--- src/rtl/game_sprite_pkg.sv ---
// game_sprite_pkg: sprite and screen geometry, colour type, flash states and the sprite bitmap.
package game_sprite_pkg;
    localparam int SPRITE_WIDTH = 8;
    localparam int SPRITE_HEIGHT = 8;
    localparam int screen_width = 640;
    localparam int screen_height = 480;
    localparam int w_x = $clog2(screen_width);
    localparam int w_y = $clog2(screen_height);
    localparam int RGB_WIDTH = 3;
    localparam int FLASH_FRAMES = 8;
    localparam int log_w = $clog2(SPRITE_WIDTH);
    localparam int log_h = $clog2(SPRITE_HEIGHT);
    localparam int rom_aw = log_w + log_h;
    typedef logic [RGB_WIDTH-1:0] rgb_t;
    typedef enum logic {IDLE, FLASH} flash_state_t;
    localparam rgb_t TRANSPARENT = '0;
    localparam rgb_t FLASH_COLOR = '1;
    localparam rgb_t RED = rgb_t'(4);
    localparam rgb_t BLUE = rgb_t'(1);
    // Bitmap: left column red, right column blue, a diagonal transparent lattice inside.
    function automatic rgb_t sprite_pixel(input logic [rom_aw-1:0] addr);
        int r, c;
        r = int'(addr[rom_aw-1:log_w]);
        c = int'(addr[log_w-1:0]);
        if (c == 0) return RED;
        if (c == SPRITE_WIDTH - 1) return BLUE;
        return (r + c) % 3 == 0 ? TRANSPARENT : rgb_t'((r * 3 + c) % 6 + 1);
    endfunction
endpackage

--- src/rtl/game_sprite_display_if.sv ---
// game_sprite_display_if: raster/sprite inputs and mixer-facing pixel outputs.
interface game_sprite_display_if;
    import game_sprite_pkg::*;
    logic frame_start;
    logic pix_valid;
    logic [w_x-1:0] pix_x;
    logic [w_y-1:0] pix_y;
    logic [w_x-1:0] sprite_x;
    logic [w_y-1:0] sprite_y;
    logic sprite_dx_neg;
    logic hit_wall;
    logic out_valid;
    logic out_within;
    rgb_t out_rgb;
    modport master(output frame_start, pix_valid, pix_x, pix_y, sprite_x, sprite_y, sprite_dx_neg,
                   hit_wall, input out_valid, out_within, out_rgb);
    modport slave(input frame_start, pix_valid, pix_x, pix_y, sprite_x, sprite_y, sprite_dx_neg,
                  hit_wall, output out_valid, out_within, out_rgb);
endinterface

--- src/rtl/game_sprite_rom.sv ---
// game_sprite_rom: synchronous-read sprite bitmap, one cycle read latency.
module game_sprite_rom
    import game_sprite_pkg::*;
(
    input  logic              clk,
    input  logic [rom_aw-1:0] addr,
    output rgb_t              data
);
    always_ff @(posedge clk) data <= sprite_pixel(addr);
endmodule

--- src/rtl/game_sprite_display.sv ---
// game_sprite_display: per-frame latched sprite position, 2-cycle bitmap pipeline, hit-wall flash.
// Optional GAME_SPRITE_FLIP_EN: horizontal mirroring from the latched sprite_dx_neg.
module game_sprite_display
    import game_sprite_pkg::*;
(
    input logic clk,
    input logic rst,
    game_sprite_display_if.slave bus
);
    logic [w_x-1:0] shadow_x;
    logic [w_y-1:0] shadow_y;
    logic [w_x:0] rel_x;
    logic [w_y:0] rel_y;
    logic [log_w-1:0] col;
    logic [rom_aw-1:0] addr;
    logic in_box, in_box_d1, in_box_d2, valid_d1, valid_d2, hit_d, rise;
    rgb_t rom_data;
    flash_state_t state, state_next;
    logic [7:0] cnt, cnt_next;

    always_ff @(posedge clk or posedge rst)
        if (rst) begin
            shadow_x <= '0;
            shadow_y <= '0;
        end else if (bus.frame_start) begin
            shadow_x <= bus.sprite_x;
            shadow_y <= bus.sprite_y;
        end

`ifdef GAME_SPRITE_FLIP_EN
    logic flip;
    always_ff @(posedge clk or posedge rst)
        if (rst) flip <= 1'b0;
        else if (bus.frame_start) flip <= bus.sprite_dx_neg;
    assign col = flip ? log_w'(SPRITE_WIDTH - 1) - rel_x[log_w-1:0] : rel_x[log_w-1:0];
`else
    assign col = rel_x[log_w-1:0];
`endif

    // Extra top bit is the borrow: raster left of / above the sprite never wraps into the box.
    assign rel_x = {1'b0, bus.pix_x} - {1'b0, shadow_x};
    assign rel_y = {1'b0, bus.pix_y} - {1'b0, shadow_y};
    assign in_box = bus.pix_valid & ~rel_x[w_x] & ~rel_y[w_y] &
                    (rel_x[w_x-1:0] < w_x'(SPRITE_WIDTH)) & (rel_y[w_y-1:0] < w_y'(SPRITE_HEIGHT));

    always_ff @(posedge clk or posedge rst)
        if (rst) begin
            addr <= '0;
            in_box_d1 <= 1'b0;
            valid_d1 <= 1'b0;
            in_box_d2 <= 1'b0;
            valid_d2 <= 1'b0;
        end else begin
            addr <= {rel_y[log_h-1:0], col};
            in_box_d1 <= in_box;
            valid_d1 <= bus.pix_valid;
            in_box_d2 <= in_box_d1;
            valid_d2 <= valid_d1;
        end

    game_sprite_rom rom (.clk(clk), .addr(addr), .data(rom_data));

    assign rise = bus.hit_wall & ~hit_d;

    always_ff @(posedge clk or posedge rst)
        if (rst) begin
            state <= IDLE;
            cnt <= '0;
            hit_d <= 1'b0;
        end else begin
            state <= state_next;
            cnt <= cnt_next;
            hit_d <= bus.hit_wall;
        end

    // A fresh hit edge always reloads, even on a frame_start cycle.
    always_comb begin
        state_next = state;
        cnt_next = cnt;
        if (rise) begin
            state_next = FLASH;
            cnt_next = 8'(FLASH_FRAMES);
        end else if (state == FLASH && bus.frame_start) begin
            state_next = cnt == 8'd1 ? IDLE : FLASH;
            cnt_next = cnt - 8'd1;
        end
    end

    assign bus.out_valid = valid_d2;
    assign bus.out_within = in_box_d2 & (rom_data != TRANSPARENT);
    assign bus.out_rgb = bus.out_within ? (state == FLASH ? FLASH_COLOR : rom_data) : '0;
endmodule

--- src/flat_wrapper.sv ---
// flat-port wrapper written by rule: the top's interface ports become plain ports
module game_sprite_display_flat import game_sprite_pkg::*;
  (clk, rst, bus_frame_start, bus_pix_valid, bus_pix_x, bus_pix_y, bus_sprite_x, bus_sprite_y, bus_sprite_dx_neg, bus_hit_wall, bus_out_valid, bus_out_within, bus_out_rgb);
  game_sprite_display_if bus_i ();
  input logic clk;
  input logic rst;
  input wire logic [$bits(bus_i.frame_start)-1:0] bus_frame_start;
  input wire logic [$bits(bus_i.pix_valid)-1:0] bus_pix_valid;
  input wire logic [$bits(bus_i.pix_x)-1:0] bus_pix_x;
  input wire logic [$bits(bus_i.pix_y)-1:0] bus_pix_y;
  input wire logic [$bits(bus_i.sprite_x)-1:0] bus_sprite_x;
  input wire logic [$bits(bus_i.sprite_y)-1:0] bus_sprite_y;
  input wire logic [$bits(bus_i.sprite_dx_neg)-1:0] bus_sprite_dx_neg;
  input wire logic [$bits(bus_i.hit_wall)-1:0] bus_hit_wall;
  output wire logic [$bits(bus_i.out_valid)-1:0] bus_out_valid;
  output wire logic [$bits(bus_i.out_within)-1:0] bus_out_within;
  output wire logic [$bits(bus_i.out_rgb)-1:0] bus_out_rgb;
  assign bus_i.frame_start = bus_frame_start;
  assign bus_i.pix_valid = bus_pix_valid;
  assign bus_i.pix_x = bus_pix_x;
  assign bus_i.pix_y = bus_pix_y;
  assign bus_i.sprite_x = bus_sprite_x;
  assign bus_i.sprite_y = bus_sprite_y;
  assign bus_i.sprite_dx_neg = bus_sprite_dx_neg;
  assign bus_i.hit_wall = bus_hit_wall;
  assign bus_out_valid = bus_i.out_valid;
  assign bus_out_within = bus_i.out_within;
  assign bus_out_rgb = bus_i.out_rgb;
  game_sprite_display u_core (.clk(clk), .rst(rst), .bus(bus_i));
endmodule
--- config.mk ---
export PLATFORM = sky130hd
export DESIGN_NAME = game_sprite_display_flat
export DESIGN_NICKNAME = d
export VERILOG_FILES = /design/src/rtl/game_sprite_pkg.sv /design/src/rtl/game_sprite_display_if.sv /design/src/rtl/game_sprite_rom.sv /design/src/rtl/game_sprite_display.sv /design/src/flat_wrapper.sv
export SDC_FILE = /design/constraint.sdc
export NUM_CORES = 1
export LEC_CHECK = 0
export CAP_MARGIN = 0
export CORE_MARGIN = 8
export CORE_UTILIZATION = 45
export CTS_CLUSTER_DIAMETER = 120
export DETAILED_ROUTE_END_ITERATION = 7
export GPL_TIMING_DRIVEN = 0
export PLACE_DENSITY = 0.75
export SKIP_CTS_REPAIR_TIMING = 1
export SLEW_MARGIN = 20
export SYNTH_ARGS = -nofsm -noshare
export SYNTH_HDL_FRONTEND = slang
export SYNTH_SLANG_ARGS = --single-unit
--- constraint.sdc ---
create_clock -name clk -period 3.43 [get_ports clk]
set_input_delay 0.8575 -clock clk [delete_from_list [all_inputs] [get_ports clk]]
set_output_delay 0.8575 -clock clk [all_outputs]
set_load 0.02 [all_outputs]
### Word level (Yosys, flattened, before mapping)

Index checks and enable logic that the tools add are counted.

* input port bits: 44
* register bits: 42
* output and inout bits: 5
* word-level logic and storage cells: 53

* divide/modulo/power cells: 2
* bitwise operators: 9
* reductions and logical operators: 5
* muxes and demuxes: 15
* equal/unequal tests: 2
* $lt $le $gt $ge: 2
* add/subtract/negate cells: 6
* multipliers: 1

Operators by type and width (number)
* 32-bit logical NOT: 1
* 32-bit by 3-bit remainder unit with 32-bit output, second input constant: 1
* 32-bit by 4-bit remainder unit with 32-bit output, second input constant: 1
* 3-bit two-way mux: 7
* 8-bit two-way mux: 2
* 10-bit by 10-bit subtractor with 11-bit output: 1
* 10-bit by 4-bit < comparator with 1-bit output, second input constant: 1
* 9-bit by 9-bit subtractor with 10-bit output: 1
* 9-bit by 4-bit < comparator with 1-bit output, second input constant: 1
* 8-bit by 1-bit == test with 1-bit output, second input constant: 1
* 8-bit by 1-bit subtractor with 8-bit output, second input constant: 1
* 5-bit by 3-bit adder with 6-bit output: 1
* 1-bit bitwise AND: 6
* 1-bit two-way mux: 6
* 3-bit by 2-bit multiplier with 5-bit output, second input constant: 1
* 3-bit by 3-bit adder with 4-bit output: 1
* 3-bit by 2-bit adder with 3-bit output, second input constant: 1
* 3-bit by 1-bit == test with 1-bit output, second input constant: 1
* 3-bit logical NOT: 1
* 1-bit inverter: 3
* 3-bit nonzero test: 1
* 2-bit nonzero test: 1
* 1-bit logical AND: 1

### Depth between registers and ports, before layout

Gate-level depths: netlist (run 1).

* depth after elaboration: 7
* mapped depth: 17
* depth with buffers taken out: 16

### By module

From an unflattened synthesis (run 1), not the netlist that was laid out.

* cells, all modules: 348
* area total of the unflattened synthesis: 3129.3 µm²

Modules (own cells, without submodules)
* game_sprite_display: times used 1, cells an instance 250, area an instance 2314.7 µm², seq. area each 975.9 µm²
* game_sprite_rom: times used 1, cells an instance 98, area an instance 814.5 µm², seq. area each 60.1 µm²

### Worst setup path before layout (run 1)

Ideal clock, no wire load.

* path type: register to register
* from: reg u_core.addr[0]
* to: reg u_core.rom.data[2]
* setup time: 0.124 ns
* arrival: 3.404 ns
* path slack: -0.098 ns
* stages on the path, launching flop included: 17
* clock period less this slack: 3.528 ns
* data required time: 3.306 ns
* buffers on the path: 1
* cell sequence: dfrtp_1 > ha_1 > fa_1 > buf_6 > nor3b_4 > a31oi_1 > ha_1 > a311oi_4 > nand3_1 > o21ai_0 > ha_1 > nand2b_1 > and3_2 > o31ai_2 > o21ai_2 > a21oi_1 > a21oi_1

* longest elaborated chain between the ends: 6
* elaborated cells on any way between the ends: 15
* classes of those cells: add/sub (3); div (2); eq/ne (1); mux (7); reduce/logical (2)

RTL lines
* start, declared: line game_sprite_display.sv:15 `logic [rom_aw-1:0] addr;`
* start signal, assigned: line game_sprite_display.sv:54 `addr <= {rel_y[log_h-1:0], col};`
* 5-bit by 3-bit adder with 6-bit output or 3-bit by 3-bit adder with 4-bit output (tied branches): line game_sprite_pkg.sv:27 `return (r + c) % 3 == 0 ? TRANSPARENT : rgb_t'((r * 3 + c) % 6 + 1);`
* 32-bit by 4-bit remainder unit with 32-bit output or 32-bit by 3-bit remainder unit with 32-bit output (tied branches): line game_sprite_pkg.sv:27
* 3-bit by 2-bit adder with 3-bit output or 32-bit logical NOT (tied branches): line game_sprite_pkg.sv:27
* 3-bit two-way mux (2 in a row): line game_sprite_pkg.sv:27
* 3-bit two-way mux *: line game_sprite_pkg.sv:26 `if (c == SPRITE_WIDTH - 1) return BLUE;`
* end signal, assigned: line game_sprite_rom.sv:9 `always_ff @(posedge clk) data <= sprite_pixel(addr);`
* end, declared: line game_sprite_rom.sv:7 `output rgb_t data`

Mark *: on every way between the ends. The rest lies on a longest branch, timed or not. The select of a mux whose other input is x is not followed.
A chain may end at the register's enable or synchronous reset.

### Worst setup path after layout (run 1)

Ends and elaborated chain as after synthesis.

==> impl_metrics.py, run 1 <==
metrics = {
    "yosys": {
        "avgSynthCellArea_um2": 8.91,
        "ys_warn_count": 0,
        "synth_flop_cell": "dfrtp_1",
        "synth_area_um2": 3150,
        "ys_seq_elements": 42,
        "synth_cell_types": 60,
        "async_reset_ff_share_pct": 92.9,
        "synth_cells": 354,
        "seq_area_frac_synth_pct": 32.9,
        "synth_nets": 436,
        "synth_edf_count": 0,
    },
    "cts": {
        "htree_num_levels": 2,
        "clk_pin_slew_ns": 0.09,
        "cts_tree": "built",
        "cts_buffer_depth": 2,
        "cts_root_buf": "clkbuf_8",
        "cts_sinks": 42,
        "cts_buffers": 5,
        "clock_latency_ns": 0.30,
    },
    "setup_path": {
        "r2r_cells": 17,
        "crit_fanout": 8,
        "crit_start": "u_core.addr[0]",
        "rr_endpoint": "u_core.rom.data[2]",
        "start_kind": "flop",
        "r2r_setup_slack_ns": 0.10,
        "r2r-start": "u_core.addr[0]",
        "criticalPathCategory": "reg2reg",
        "endpoint_kind": "flop",
        "required_ns": 3.62,
        "cp_data_arrival_time_ns": 3.52,
    },
    "routing": {
        "drc": 0,
        "firstDrtPassIters": 4,
        "wl_um": 7030,
        "via_per_inst": 5.30,
        "antenna_left": 0,
        "num_vias": 2746,
        "drt_iter0_drc": 87,
        "wire_per_inst_um": 13.6,
    },
    "floorplan": {
        "initial_utilization_pct": 46.4,
        "die_y_um": 99.7,
        "coreArea_um2": 6790,
        "dieArea_um2": 9940,
        "row_count": 30,
        "die_width_um": 99.7,
        "ios": 49,
    },
    "layout": {
        "fillCellCount": 613,
        "diodes": 0,
        "post-route-util_pct": 59.6,
        "nNetsFinal": 503,
        "fin_cells": 518,
        "area_growth_pct": 28.5,
        "drive_gt1_share_pct": 12.1,
    },
    "power": {
        "powerDensity_nw_per_um2": 641,
        "p_leak_nw": 1.76,
        "power.total_mw": 2.59,
        "vdd.ir_drop.worst_mv": 0.244,
    },
    "place": {
        "gp_congestion": 0.801,
        "dp_hpwl_um": 5410,
        "port_buffers": 47,
        "place_ws_ns": -0.226,
        "post-place-cells": 498,
    },
    "sta": {
        "setup_viol": 0,
        "finalWorstSetupSlack_ns": 0.104,
        "skew_ns": 0.00913,
        "relSlewSlack_pct": 61.4,
        "period_minus_slack_ns": 3.33,
        "hold_viol_final": 0,
        "slew_viol_final": 0,
        "clock.fmax_mhz": 301,
        "period_share_pct": 97.0,
        "tightest_slew_ns": 0.579,
    },
    "grt": {
        "grt_pass1_vias": 2724,
        "grt_pass1_wl_um": 11700,
        "grt_max_degree": 23,
        "grtUsageTotal_pct": 14.2,
        "antenna_found_initial": 0,
        "grt_overflow": 0,
    },
    "min_path": {
        "hold_end": "u_core.bus.out_valid",
        "worstHoldPathCells": 0,
        "hold_class": "reg2reg",
        "hp-start": "u_core.valid_d1",
    },
    "run_status": {
        "status": "finished, final reports clean",
    },
    "flow_run": {
        "timing.max_cap.violations": 0,
    },
}
[sequential cells by signal, indices dropped and copies added (netlist names)]
signal                count
u_core.cnt                8
u_core.bus.out_valid      1
u_core.state              1
u_core.shadow_x          10
u_core.rom.data           3
u_core.hit_d              1
u_core.in_box_d2          1
u_core.addr               6
u_core.in_box_d1          1
u_core.shadow_y           9
u_core.valid_d1           1
[cells in the mapped netlist, types with 2 or more instances]
cell / number / share of area (%)
a31oi_1: 4 / 0.79
o21a_1: 4 / 0.95
and3_1: 3 / 0.60
a21oi_1: 17 / 2.7
o21ai_0: 28 / 4.4
ha_1: 33 / 13
nor2_1: 29 / 3.5
buf_6: 2 / 0.71
a2111oi_2: 2 / 0.95
o21ai_2: 2 / 0.56
nor3_1: 9 / 1.4
clkbuf_1: 4 / 0.48
o21ai_1: 4 / 0.63
o21bai_1: 2 / 0.48
a211o_1: 2 / 0.56
xnor2_1: 8 / 2.2
and2_1: 3 / 0.60
or2_2: 2 / 0.40
or3_1: 4 / 0.79
nand2_1: 31 / 3.7
mux2_2: 2 / 0.71
nand3_1: 7 / 1.1
a21o_1: 2 / 0.48
dfrtp_1: 39 / 31
inv_1: 37 / 4.4
xor2_1: 8 / 2.2
a311oi_1: 2 / 0.56
nand2b_1: 7 / 1.4
o211ai_1: 4 / 0.95
a21boi_0: 2 / 0.48
nor2b_1: 9 / 1.8
nor4b_1: 3 / 0.83
nor4_1: 6 / 1.2
fa_1: 5 / 3.2
dfxtp_1: 3 / 1.9
[critical path, stage by stage (launching register included)]
cell	delay, ns
dfrtp_2	0.45
ha_4	0.18
fa_2	0.33
buf_6	0.14
nand2_1	0.05
o21ai_1	0.08
ha_2	0.21
ha_4	0.18
a311oi_4	0.28
nand3_1	0.12
o21ai_1	0.10
ha_1	0.24
nand2b_4	0.15
and3_4	0.18
o31ai_4	0.21
o21ai_2	0.11
a21oi_1	0.15
a21oi_1	0.05
[metal layers]
metal | up-vias | share of wire (%) | GRT usage, %
li1 | 1381 | - | -
met1 | 1303 | 44 | 16.4
met2 | 54 | 50 | 25.0
met3 | 8 | 4.4 | 3.49
met4 | 0 | 1.2 | 4.89
met5 | - | 0 | 0
[worst max-delay path by stage]
stage                          to  slack (ns)  cells after the start
6_report       u_core.rom.data[2]        0.10                     17
5_1_grt        u_core.rom.data[2]       -0.05                     16
4_1_cts        u_core.rom.data[2]       -0.25                     17
3_5_place_dp   u_core.rom.data[2]       -0.23                     17
3_3_place_gp   u_core.rom.data[2]       -0.18                     17
2_1_floorplan  u_core.rom.data[2]        0.01                     17
[placed cells by master (no fill, tap or decap), types with 5 or more instances in the layout]
cell type and n:
a21oi_1 17, buf_4 11, clkbuf_8 5, clkdlybuf4s50_1 47
dfrtp_1 35, ha_1 30, inv_1 36, nand2_1 31
nand2b_1 6, nand3_1 7, nor2_1 29, nor2b_1 9
nor3_1 9, nor4_1 6, o21ai_0 26, o21ai_1 6
xnor2_1 8, xor2_1 8
[per-stage QoR]
stage	hold slack [ns]	TNS [ns]	cell area [um^2]
after floorplan	0.331	0	3180
after global placement	0.335	-0.505	3770
after detailed placement	0.339	-0.646	3790
after CTS	0.361	-0.661	3890
after global routing	0.367	-0.0477	4050
final	0.358	0	4050
[cell families after synthesis]
family	count (synthesis)	share of synthesized area, %
DFF	42	32.9
AOI/OAI and AO/OA	93	20.8
buffers and inverters	44	5.71
and+or+nand+nor	119	19.2
muxes	2	0.714
adders and majority gates	38	16.3
xor gates and xnor gates	16	4.44
[area by class of cell]
type | instances | area (um^2) | share of cell area [%]
Buffer | 7 | 41.3 | 1.02
Clock buffer | 5 | 68.8 | 1.70
Clock inverter | 3 | 23.8 | 0.587
Inverter | 37 | 139 | 3.43
Multi-Input combinational cell | 268 | 2020 | 49.8
Sequential cell | 42 | 1040 | 25.7
Tap cell | 96 | 120 | 2.97
Timing Repair Buffer | 60 | 601 | 14.8
[where the power goes]
part / internal [mW] / switching [mW] / leakage, nW / total (mW)
logic: 0.770 / 0.803 / 1.22 / 1.57
clock network: 0.146 / 0.191 / 0.0408 / 0.337
registers: 0.598 / 0.0873 / 0.495 / 0.685
total: 1.51 / 1.08 / 1.76 / 2.59
No activity file was read; power rests on OpenSTA's default activity.
==> run 2, diff against run 1 <==
--- a/config.mk
+++ b/config.mk
@@ -6,12 +6,14 @@
 export NUM_CORES = 1
 export LEC_CHECK = 0
 export CAP_MARGIN = 0
+export CELL_PAD_IN_SITES_DETAIL_PLACEMENT = 0
+export CELL_PAD_IN_SITES_GLOBAL_PLACEMENT = 2
 export CORE_MARGIN = 8
-export CORE_UTILIZATION = 45
+export CORE_UTILIZATION = 30
 export CTS_CLUSTER_DIAMETER = 120
 export DETAILED_ROUTE_END_ITERATION = 7
 export GPL_TIMING_DRIVEN = 0
-export PLACE_DENSITY = 0.75
+export PLACE_DENSITY = 0.81
 export SKIP_CTS_REPAIR_TIMING = 1
 export SLEW_MARGIN = 20
 export SYNTH_ARGS = -nofsm -noshare
==> run 2 against run 1 <==
  * The flow now finishes with violations (setup timing)
  * Clock-buffer cell count stayed put
  * Non-clock buffer count stayed put
  * Die area is 41% higher
  * Clock skew is 0.0064 ns higher
  * Clock power hardly changed
  * Final area is 1.1% higher
  * Via count is 4.0% lower
  * Global-route usage is 3.6 points lower
  * Hold slack better by 0.0070 ns
  * Sequential share of layout area is 0.36 points lower
==> impl_metrics.py, run 2 (same netlist as run 1, synthesis figures left out) <==
metrics = {
    "min_path": {
        "hold_end": "u_core.bus.out_valid",
        "worstHoldPathCells": 0,
        "hold_class": "reg2reg",
        "hp-start": "u_core.valid_d1",
    },
    "place": {
        "dp_hpwl_um": 5840,
        "port_buffers": 47,
        "place_ws_ns": -0.330,
        "gp_congestion": 0.771,
    },
    "power": {
        "vdd.ir_drop.worst_mv": 0.203,
        "p_leak_nw": 1.76,
        "netSwitchingFraction_pct": 41.7,
        "powerDensity_nw_per_um2": 633,
        "p_seq_share_pct": 26.4,
        "power.total_mw": 2.59,
        "switchingPower_mw": 1.08,
        "intPower_mw": 1.51,
        "pwr-share-clk_pct": 13.1,
        "power_frac_comb_pct": 60.6,
    },
    "cts": {
        "cts_buffer_depth": 2,
        "htree_num_levels": 2,
        "clk_pin_slew_ns": 0.09,
        "cts_tree": "built",
        "cts_buffers": 5,
        "clock_latency_ns": 0.30,
        "cts_sinks": 42,
        "cts_root_buf": "clkbuf_8",
    },
    "grt": {
        "grtUsageTotal_pct": 10.6,
        "antenna_found_initial": 0,
        "grt_pass1_vias": 2800,
        "grt_overflow": 0,
        "grt_pass1_wl_um": 12800,
        "grt_max_degree": 34,
    },
    "floorplan": {
        "row_count": 37,
        "initial_utilization_pct": 30.7,
        "dieArea_um2": 14000,
        "die_y_um": 119,
        "ios": 49,
        "coreArea_um2": 10300,
        "die_width_um": 119,
    },
    "run_status": {
        "violations": "setup timing",
        "status": "finished with violations",
    },
    "layout": {
        "nNetsFinal": 503,
        "top_regs": "u_core.shadow_x x10, u_core.shadow_y x9, u_core.cnt x8",
        "diodes": 0,
        "area_growth_pct": 29.8,
        "fillCellCount": 1077,
        "drive_gt1_share_pct": 11.6,
        "final_cell_mix": "47 x clkdlybuf4s50_1, 38 x dfrtp_1, 36 x inv_1",
        "layout_commonest_cell": "clkdlybuf4s50_1",
        "regMostFlops": "u_core.shadow_x",
        "largest_reg_flops": 10,
    },
    "routing": {
        "wl_um": 7450,
        "wire_per_inst_um": 13.3,
        "via_per_inst": 4.73,
        "drc": 0,
        "drt_iter0_drc": 73,
        "num_vias": 2637,
        "antenna_left": 0,
        "firstDrtPassIters": 4,
    },
    "setup_path": {
        "start_kind": "flop",
        "required_ns": 3.62,
        "crit_fanout": 8,
        "rr_endpoint": "u_core.rom.data[2]",
        "r2r-start": "u_core.addr[0]",
        "criticalPathCategory": "reg2reg",
        "endpoint_kind": "flop",
        "r2r_setup_slack_ns": -0.006,
        "cp_data_arrival_time_ns": 3.63,
        "r2r_cells": 16,
    },
    "sta": {
        "setup_viol": 1,
        "rsz0062_at_grt": "yes",
        "slew_viol_final": 0,
        "period_share_pct": 100,
        "skew_ns": 0.0155,
        "finalWorstSetupSlack_ns": -0.00585,
        "tns_ns": -0.00585,
        "period_minus_slack_ns": 3.44,
        "hold_viol_final": 0,
        "tightest_slew_ns": 0.604,
        "relSlewSlack_pct": 59.7,
        "clock.fmax_mhz": 291,
    },
    "flow_run": {
        "timing.max_cap.violations": 0,
    },
}
[run 2: cell types whose count changed in the layout (fill, tap and decap cells not counted)]
cell / previous run / this run
buf_4: 11 / 12
buf_16: 1 / 0
a31oi_1: 2 / 3
o21ai_1: 6 / 5
dfrtp_1: 35 / 38
a2111oi_2: 2 / 1
dfrtp_2: 4 / 1
o21ai_2: 2 / 3
a31oi_2: 1 / 0
a2111oi_4: 0 / 1
a311oi_1: 2 / 1
a311oi_2: 0 / 1
[run 2: worst max path at each step]
stage | start | end | slack, ns | cells past startpoint
2_1_floorplan | u_core.addr[0] | u_core.rom.data[2] | 0.01 | 17
3_3_place_gp | u_core.addr[0] | u_core.rom.data[2] | -0.27 | 17
3_5_place_dp | u_core.addr[0] | u_core.rom.data[2] | -0.33 | 17
4_1_cts | u_core.addr[0] | u_core.rom.data[2] | -0.35 | 17
5_1_grt | u_core.addr[0] | u_core.rom.data[2] | -0.20 | 16
6_report | u_core.addr[0] | u_core.rom.data[2] | -0.006 | 16
[run 2: worst max-delay path: stages, from the launching register on]
cell,delay [ns]
dfrtp_1,0.44
ha_4,0.19
fa_2,0.38
buf_6,0.15
nor3b_4,0.29
a31oi_4,0.08
ha_4,0.21
a311oi_4,0.28
nand3_1,0.11
o21ai_1,0.09
ha_1,0.24
nand2b_4,0.14
and3_4,0.17
o31ai_4,0.23
o21ai_2,0.10
a21oi_1,0.15
a21oi_1,0.05
[run 2: power groups by stage]
stage | combinational [mW] | sequential [mW] | clock [mW]
2_1_floorplan | 1.12 | 0.672 | 0
3_3_place_gp | 1.37 | 0.691 | 0
3_5_place_dp | 1.39 | 0.694 | 0
4_1_cts | 1.40 | 0.684 | 0.354
5_1_grt | 1.78 | 0.700 | 0.377
6_report | 1.57 | 0.683 | 0.338
[run 2: cell type report]
class                           instances  area [um^2]  share of cell area [%]
Tap cell                              136          170                    4.16
Timing Repair Buffer                   60          581                    14.2
Clock buffer                            5         68.8                    1.68
Clock inverter                          3         23.8                   0.581
Sequential cell                        42         1040                    25.3
Inverter                               37          139                    3.39
Buffer                                  7         41.3                    1.01
Multi-Input combinational cell        268         2030                    49.6
[run 2: through the flow]
stage               hold WS, ns  cells  instance area, um^2  utilization [%]
global route              0.384    558                 4090             39.8
floorplan                 0.331    354                 3180                -
CTS                       0.371    546                 3930             38.2
finish                    0.365    558                 4090             39.8
global placement          0.337    537                 3820             37.1
detailed placement        0.336    538                 3840             37.3
[run 2: metal layers]
| layer | routed length, um | global-route usage, % | up-vias |
|---|---|---|---|
| li1 | - | - | 1380 |
| met1 | 3360 | 12.4 | 1215 |
| met2 | 3760 | 19.4 | 34 |
| met5 | 0 | 0 | - |
| met3 | 243 | 1.86 | 8 |
| met4 | 90 | 3.08 | 0 |
==> run 3, diff against run 2 <==
--- a/config.mk
+++ b/config.mk
@@ -5,7 +5,6 @@
 export SDC_FILE = /design/constraint.sdc
 export NUM_CORES = 1
 export LEC_CHECK = 0
-export CAP_MARGIN = 0
 export CELL_PAD_IN_SITES_DETAIL_PLACEMENT = 0
 export CELL_PAD_IN_SITES_GLOBAL_PLACEMENT = 2
 export CORE_MARGIN = 8
==> results of run 3 <==
Final layout, timing and power as in run 2 (identical DEF).
